## config.mk

```make
export PLATFORM = sky130hd
export DESIGN_NAME = ble_rx_writer_flat
export DESIGN_NICKNAME = d
export VERILOG_FILES = /design/src/rtl/rxq_pkg.sv /design/src/rtl/ble_rx_writer_if.sv /design/src/rtl/rxq_fifo.sv /design/src/rtl/ble_rx_writer.sv /design/src/flat_wrapper.sv
export SDC_FILE = /design/constraint.sdc
export NUM_CORES = 1
export LEC_CHECK = 0
export BUFFER_PORTS_ARGS = -buffer_cell sky130_fd_sc_hd__clkbuf_2
export CORE_MARGIN = 2
export CORE_UTILIZATION = 60
export CTS_CLUSTER_SIZE = 10
export DETAILED_ROUTE_END_ITERATION = 8
export GPL_ROUTABILITY_DRIVEN = 0
export PLACE_DENSITY_LB_ADDON = 0.15
export SLEW_MARGIN = 0
export SYNTH_ARGS = -nofsm -noshare
export SYNTH_HDL_FRONTEND = slang
export SYNTH_SLANG_ARGS = --single-unit
```

## constraint.sdc

```tcl
create_clock -name i_wb_clk -period 5.2 [get_ports i_wb_clk]
set_input_delay 0.26 -clock i_wb_clk [delete_from_list [all_inputs] [get_ports i_wb_clk]]
set_output_delay 0.26 -clock i_wb_clk [all_outputs]
set_load 0.03 [all_outputs]
```

## src/rtl/rxq_pkg.sv

```systemverilog
// Shared definitions for the BLE receive-to-RAM writer: FSM encoding,
// default ring-buffer bounds and byte-lane constants.
package rxq_pkg;

  localparam logic [0:0] ST_IDLE  = 1'b0;
  localparam logic [0:0] ST_WRITE = 1'b1;

  // Also used by the top-level address decode to carve the ring out of RAM.
  localparam logic [31:0] ADR_LL_DEF = 32'h0000_0300;
  localparam logic [31:0] ADR_UL_DEF = 32'h0000_1FFC;

  localparam logic [3:0] SEL_ALL   = 4'b1111;
  localparam logic [3:0] SEL_LANE0 = 4'b0001;

  // Advance a ring pointer by step, falling back to base once past limit.
  function automatic logic [31:0] ring_next(input logic [31:0] ptr,
                                            input logic [31:0] step,
                                            input logic [31:0] limit,
                                            input logic [31:0] base);
    logic [31:0] nxt;
    nxt = ptr + step;
    return (nxt > limit) ? base : nxt;
  endfunction

endpackage

```

## src/rtl/ble_rx_writer_if.sv

```systemverilog
// Wishbone write-master bundle between ble_rx_writer and the servant_ram mux.
interface ble_rx_writer_if;
  logic [31:0] o_wb_adr;
  logic        o_wb_cyc;
  logic        o_wb_we;
  logic [3:0]  o_wb_sel;
  logic [31:0] o_wb_dat;
  logic        i_wb_ack;

  modport master (output o_wb_adr, o_wb_cyc, o_wb_we, o_wb_sel, o_wb_dat,
                  input  i_wb_ack);
  modport slave  (input  o_wb_adr, o_wb_cyc, o_wb_we, o_wb_sel, o_wb_dat,
                  output i_wb_ack);
endinterface

```

## src/rtl/rxq_fifo.sv

```systemverilog
// First-word-fall-through byte FIFO; a push into a full FIFO is accepted
// when a pop happens in the same cycle.
module rxq_fifo #(
  parameter int WIDTH = 8,
  parameter int DEPTH = 8
) (
  input  logic                     clk,
  input  logic                     rst,
  input  logic                     push,
  input  logic                     pop,
  input  logic [WIDTH-1:0]         din,
  output logic [WIDTH-1:0]         dout,
  output logic                     full,
  output logic                     empty,
  output logic [$clog2(DEPTH):0]   level
);

  localparam int AW = $clog2(DEPTH);

  logic [WIDTH-1:0] mem [DEPTH];
  logic [AW:0]      wr_ptr_reg;
  logic [AW:0]      rd_ptr_reg;
  logic             do_pop;
  logic             do_push;

  // Pointers carry one extra wrap bit so full and empty are distinguishable.
  assign level   = wr_ptr_reg - rd_ptr_reg;
  assign empty   = (wr_ptr_reg == rd_ptr_reg);
  assign full    = (level == (AW+1)'(DEPTH));
  assign do_pop  = pop && !empty;
  assign do_push = push && (!full || do_pop);
  assign dout    = mem[rd_ptr_reg[AW-1:0]];

  always_ff @(posedge clk) begin
    if (do_push) begin
      mem[wr_ptr_reg[AW-1:0]] <= din;
    end
  end

  always_ff @(posedge clk or posedge rst) begin
    if (rst) begin
      wr_ptr_reg <= '0;
      rd_ptr_reg <= '0;
    end else begin
      if (do_push) wr_ptr_reg <= wr_ptr_reg + 1'b1;
      if (do_pop)  rd_ptr_reg <= rd_ptr_reg + 1'b1;
    end
  end

endmodule

```

## src/rtl/ble_rx_writer.sv

```systemverilog
// Drains received BLE bytes into a RAM ring buffer over Wishbone, only
// starting cycles while the CPU is off the bus. RXQ_PACK_EN packs bytes densely.
module ble_rx_writer
  import rxq_pkg::*;
#(
  parameter int          FIFO_DEPTH = 8,
  parameter logic [31:0] ADR_LL     = ADR_LL_DEF,
  parameter logic [31:0] ADR_UL     = ADR_UL_DEF
) (
  input  logic                          i_wb_clk,
  input  logic                          i_wb_rst,
  input  logic                          i_rx_done,
  input  logic [7:0]                    i_rx_dat,
  input  logic                          i_cpu_cyc,
  input  logic                          i_ovf_clr,
  ble_rx_writer_if.master               wb,
  output logic [31:0]                   o_wr_ptr,
  output logic [$clog2(FIFO_DEPTH):0]   o_level,
  output logic                          o_overflow
);

`ifdef RXQ_PACK_EN
  localparam logic [31:0] PTR_STEP  = 32'd1;
  localparam logic [31:0] PTR_LIMIT = ADR_UL + 32'd3;
`else
  localparam logic [31:0] PTR_STEP  = 32'd4;
  localparam logic [31:0] PTR_LIMIT = ADR_UL;
`endif

  logic [0:0]  state_reg;
  logic        cyc_reg;
  logic [31:0] adr_reg;
  logic [3:0]  sel_reg;
  logic [31:0] dat_reg;
  logic [31:0] wr_ptr_reg;
  logic        overflow_reg;

  logic        fifo_pop;
  logic        fifo_full;
  logic        fifo_empty;
  logic [7:0]  head_byte;
  logic        rx_drop;
  logic [31:0] req_adr;
  logic [3:0]  req_sel;
  logic [31:0] req_dat;

  assign fifo_pop = (state_reg == ST_WRITE) && wb.i_wb_ack;
  assign rx_drop  = i_rx_done && fifo_full && !fifo_pop;

  rxq_fifo #(
    .WIDTH (8),
    .DEPTH (FIFO_DEPTH)
  ) u_fifo (
    .clk   (i_wb_clk),
    .rst   (i_wb_rst),
    .push  (i_rx_done),
    .pop   (fifo_pop),
    .din   (i_rx_dat),
    .dout  (head_byte),
    .full  (fifo_full),
    .empty (fifo_empty),
    .level (o_level)
  );

`ifdef RXQ_PACK_EN
  assign req_adr = {wr_ptr_reg[31:2], 2'b00};
  assign req_sel = SEL_LANE0 << wr_ptr_reg[1:0];
  assign req_dat = {4{head_byte}};
`else
  assign req_adr = wr_ptr_reg;
  assign req_sel = SEL_ALL;
  assign req_dat = {24'h0, head_byte};
`endif

  // Bus outputs are only loaded on the IDLE->WRITE edge, so they stay
  // stable for the whole cycle regardless of CPU activity or new bytes.
  always_ff @(posedge i_wb_clk or posedge i_wb_rst) begin
    if (i_wb_rst) begin
      state_reg  <= ST_IDLE;
      cyc_reg    <= 1'b0;
      adr_reg    <= ADR_LL;
      sel_reg    <= 4'b0000;
      dat_reg    <= 32'h0;
      wr_ptr_reg <= ADR_LL;
    end else if (state_reg == ST_IDLE) begin
      if (!fifo_empty && !i_cpu_cyc) begin
        state_reg <= ST_WRITE;
        cyc_reg   <= 1'b1;
        adr_reg   <= req_adr;
        sel_reg   <= req_sel;
        dat_reg   <= req_dat;
      end
    end else if (wb.i_wb_ack) begin
      state_reg  <= ST_IDLE;
      cyc_reg    <= 1'b0;
      wr_ptr_reg <= ring_next(wr_ptr_reg, PTR_STEP, PTR_LIMIT, ADR_LL);
    end
  end

  // A drop in the same cycle as a clear leaves the flag set.
  always_ff @(posedge i_wb_clk or posedge i_wb_rst) begin
    if (i_wb_rst) begin
      overflow_reg <= 1'b0;
    end else if (rx_drop) begin
      overflow_reg <= 1'b1;
    end else if (i_ovf_clr) begin
      overflow_reg <= 1'b0;
    end
  end

  assign wb.o_wb_cyc = cyc_reg;
  assign wb.o_wb_we  = cyc_reg;
  assign wb.o_wb_adr = adr_reg;
  assign wb.o_wb_sel = sel_reg;
  assign wb.o_wb_dat = dat_reg;
  assign o_wr_ptr    = wr_ptr_reg;
  assign o_overflow  = overflow_reg;

endmodule

```

## src/flat_wrapper.sv

```systemverilog
// flat-port wrapper written by rule: the top's interface ports become plain ports
module ble_rx_writer_flat import rxq_pkg::*;
#(
  parameter int          FIFO_DEPTH = 8,
  parameter logic [31:0] ADR_LL     = ADR_LL_DEF,
  parameter logic [31:0] ADR_UL     = ADR_UL_DEF
)
  (i_wb_clk, i_wb_rst, i_rx_done, i_rx_dat, i_cpu_cyc, i_ovf_clr, o_wr_ptr, o_level, o_overflow, wb_o_wb_adr, wb_o_wb_cyc, wb_o_wb_we, wb_o_wb_sel, wb_o_wb_dat, wb_i_wb_ack);
  ble_rx_writer_if wb_i ();
  input  logic i_wb_clk;
  input  logic i_wb_rst;
  input  logic i_rx_done;
  input  logic [7:0] i_rx_dat;
  input  logic i_cpu_cyc;
  input  logic i_ovf_clr;
  output logic [31:0] o_wr_ptr;
  output logic [$clog2(FIFO_DEPTH):0] o_level;
  output logic o_overflow;
  output wire logic [$bits(wb_i.o_wb_adr)-1:0] wb_o_wb_adr;
  output wire logic [$bits(wb_i.o_wb_cyc)-1:0] wb_o_wb_cyc;
  output wire logic [$bits(wb_i.o_wb_we)-1:0] wb_o_wb_we;
  output wire logic [$bits(wb_i.o_wb_sel)-1:0] wb_o_wb_sel;
  output wire logic [$bits(wb_i.o_wb_dat)-1:0] wb_o_wb_dat;
  input wire logic [$bits(wb_i.i_wb_ack)-1:0] wb_i_wb_ack;
  assign wb_o_wb_adr = wb_i.o_wb_adr;
  assign wb_o_wb_cyc = wb_i.o_wb_cyc;
  assign wb_o_wb_we = wb_i.o_wb_we;
  assign wb_o_wb_sel = wb_i.o_wb_sel;
  assign wb_o_wb_dat = wb_i.o_wb_dat;
  assign wb_i.i_wb_ack = wb_i_wb_ack;
  ble_rx_writer #(.FIFO_DEPTH(FIFO_DEPTH), .ADR_LL(ADR_LL), .ADR_UL(ADR_UL)) u_core (.i_wb_clk(i_wb_clk), .i_wb_rst(i_wb_rst), .i_rx_done(i_rx_done), .i_rx_dat(i_rx_dat), .i_cpu_cyc(i_cpu_cyc), .i_ovf_clr(i_ovf_clr), .wb(wb_i), .o_wr_ptr(o_wr_ptr), .o_level(o_level), .o_overflow(o_overflow));
endmodule
```

==> impl_metrics.ini <==
[logic_synthesis]
syn_area_per_cell_um2 = 13.5
synth.area.top_cells = edfxtp_1, dfrtp_1, mux4_2
synthCells = 475
synth_top_cell_by_area = edfxtp_1
synth.top_cell.area_share = 0.300
async_flop_share = 0.556
synth_seq_cells = 144
yosysMostFrequentCell = dfrtp_1
synthFlopType = dfrtp_1
ys_warn_count = 0
ys_seq_area_frac = 0.614
synthTopCellsByCount = dfrtp_1, edfxtp_1, nand2_1
synth_edf_count = 64
yosys.cell_types.count = 61
synthesis.area_um2 = 6400

[detailed_routing]
route.detailed.drc = 0
ant_nets = 0
vias_per_cell = 5.55
drt_iter0_drc = 231
wirelength_mm = 12.2
wl_per_cell_um = 17.1
vias = 3961
firstDrtPassIters = 5

[status]
status = complete, no violations

[setup_path]
start_kind = flip-flop
rrSetupSlack_ps = 1450
worst_r2r_path_depth = 8
r2r-start = u_core.u_fifo.rd_ptr_reg[1]
r2r_end = u_core.u_fifo.mem[1][1]
critPathCaptureType = flip-flop
cp.required_ps = 5340
criticalPathCategory = reg2reg
path_max_fanout = 20
arrival_ps = 3890

[timing]
grt_setup_unrepaired = no
slew_headroom = 0.223
timing.final.hold_violations = 0
finalSetupTns_ps = 0
tightest_slew_ps = 1160
finClkSkew_ps = 8.70
period_needed_ps = 3750
hold_ws_ps = 18.9
slew_viol_final = 0
clock.fmax_mhz = 267
timing.final.ws_setup_ps = 1450
setup_viol = 0
fin_crit_sh = 0.722

[clock_network]
clockBufferDepth = 2
cts_resized = 0
clkTransAtPathRegs_ps = 60
cts_root_buf = clkbuf_8
htreeDepth = 4
cts_tree = built
numCtsBuffers = 17
cts.sinks = 144
postCtsSetupRepairBufs = 0
clock_latency_ps = 520

[layout]
drive_above_1_share = 0.330
area_delta_synth_final_pct = 15.8
largest_reg_flops = 64
final_nets = 587
antenna_cells = 0
fin_cells = 714

[floorplan]
die-area_um2 = 11500
start_util = 0.620
ios = 121
fp-row-count = 37
fp.dieW_um = 107
coreArea_um2 = 10300
die_y_um = 107

[placement]
dp_slack_ps = 1530
dp_hpwl_mm = 8.26
io_buffers = 92
dp_cells = 680

[run]
drv_cap = 0

[global_routing]
grt_pass1_wl_mm = 20.0
antenna_found_initial = 0
grt_pass1_vias = 3932
overflow = 0
grtUsageTotal = 0.230
grt_max_degree = 81

[power]
peakVddDrop_mv = 0.313
power.density_nw_per_um2 = 538
p_total_mw = 3.99
p_leak_nw = 3.21

[worst_hold_path]
hp-class = in2async
==> worst max-delay path by stage <==
stage,startpoint,to,cells past startpoint
floorplan,u_core.u_fifo.rd_ptr_reg[1],u_core.u_fifo.mem[1][0],10
global placement,u_core.u_fifo.rd_ptr_reg[1],u_core.u_fifo.mem[1][2],8
detailed placement,u_core.u_fifo.rd_ptr_reg[1],u_core.u_fifo.mem[1][1],8
CTS,u_core.u_fifo.rd_ptr_reg[1],u_core.u_fifo.mem[1][1],8
global route,u_core.u_fifo.rd_ptr_reg[1],u_core.u_fifo.mem[1][6],8
finish,u_core.u_fifo.rd_ptr_reg[1],u_core.u_fifo.mem[1][1],8
==> placed cells by master, fill, tap and decap left out, drive strengths merged, types with 5 or more instances in the layout <==
cell type | synthesis | final
nor2 | 19 | 19
o21ai | 21 | 21
clkbuf | 17 | 111
nand2 | 37 | 37
nor4 | 5 | 5
clkinvlp | 0 | 5
and2 | 20 | 20
dfrtp | 76 | 76
inv | 15 | 16
nor3 | 10 | 10
clkinv | 0 | 5
mux2 | 28 | 28
nand4 | 7 | 7
conb | 1 | 28
ha | 7 | 7
and3 | 5 | 5
nand3 | 18 | 18
xnor2 | 5 | 5
mux2i | 11 | 11
edfxtp | 64 | 64
mux4 | 16 | 16
==> critical path, stage by stage, from the launching register on <==
cell and delay [ps]:
dfrtp_1 910, inv_1 140, ha_1 320, nor2b_1 130, o21ai_0 240, and3_1 230, o41ai_1 160, or2_2 360
nor3_1 870
==> routing by layer <==
layer | track usage | wire (µm) | up-vias
li1 | - | - | 1858
met1 | 0.283 | 4960 | 1962
met2 | 0.398 | 6470 | 124
met3 | 0.0508 | 629 | 17
met4 | 0.0844 | 165 | 0
met5 | 0 | 0 | -
==> area by class of cell <==
cell class	instances	area, µm²
fillers	704	2910
multi-input cells	290	2190
well taps	136	170
repair buffers	97	503
inverters	15	57.6
clock buffers	19	422
flip-flops and latches	144	3930
clock inverters	13	139
==> report_power, final <==
group	switching, mW	total (mW)	internal (mW)
Sequential	0.154	1.56	1.41
Clock	0.454	1.14	0.682
Combinational	0.827	1.29	0.464
Total	1.43	3.99	2.55
==> per-stage QoR <==
step | utilization | area [µm²]
final | 0.718 | 7410
after floorplan | - | 6500
after global routing | 0.718 | 7410
after global placement | 0.662 | 6830
after CTS | 0.718 | 7410
after detailed placement | 0.662 | 6830
==> cell families after synthesis <==
logic type	synth area share
fa+ha+maj	0.0168
mux	0.123
flops	0.614
compound gates	0.0504
simple gates	0.124
other cells	0.000586
buf+inv	0.0600
xor+xnor	0.0123
==> timing repair <==
| action | in CTS | in global routing |
|---|---|---|
| hold buffers | 2 | 0 |
| endpoints found under the setup margin | 0 | 0 |
| hold endpoints to repair | 2 | 0 |
Note: power is estimated with default switching activity, not from simulation.
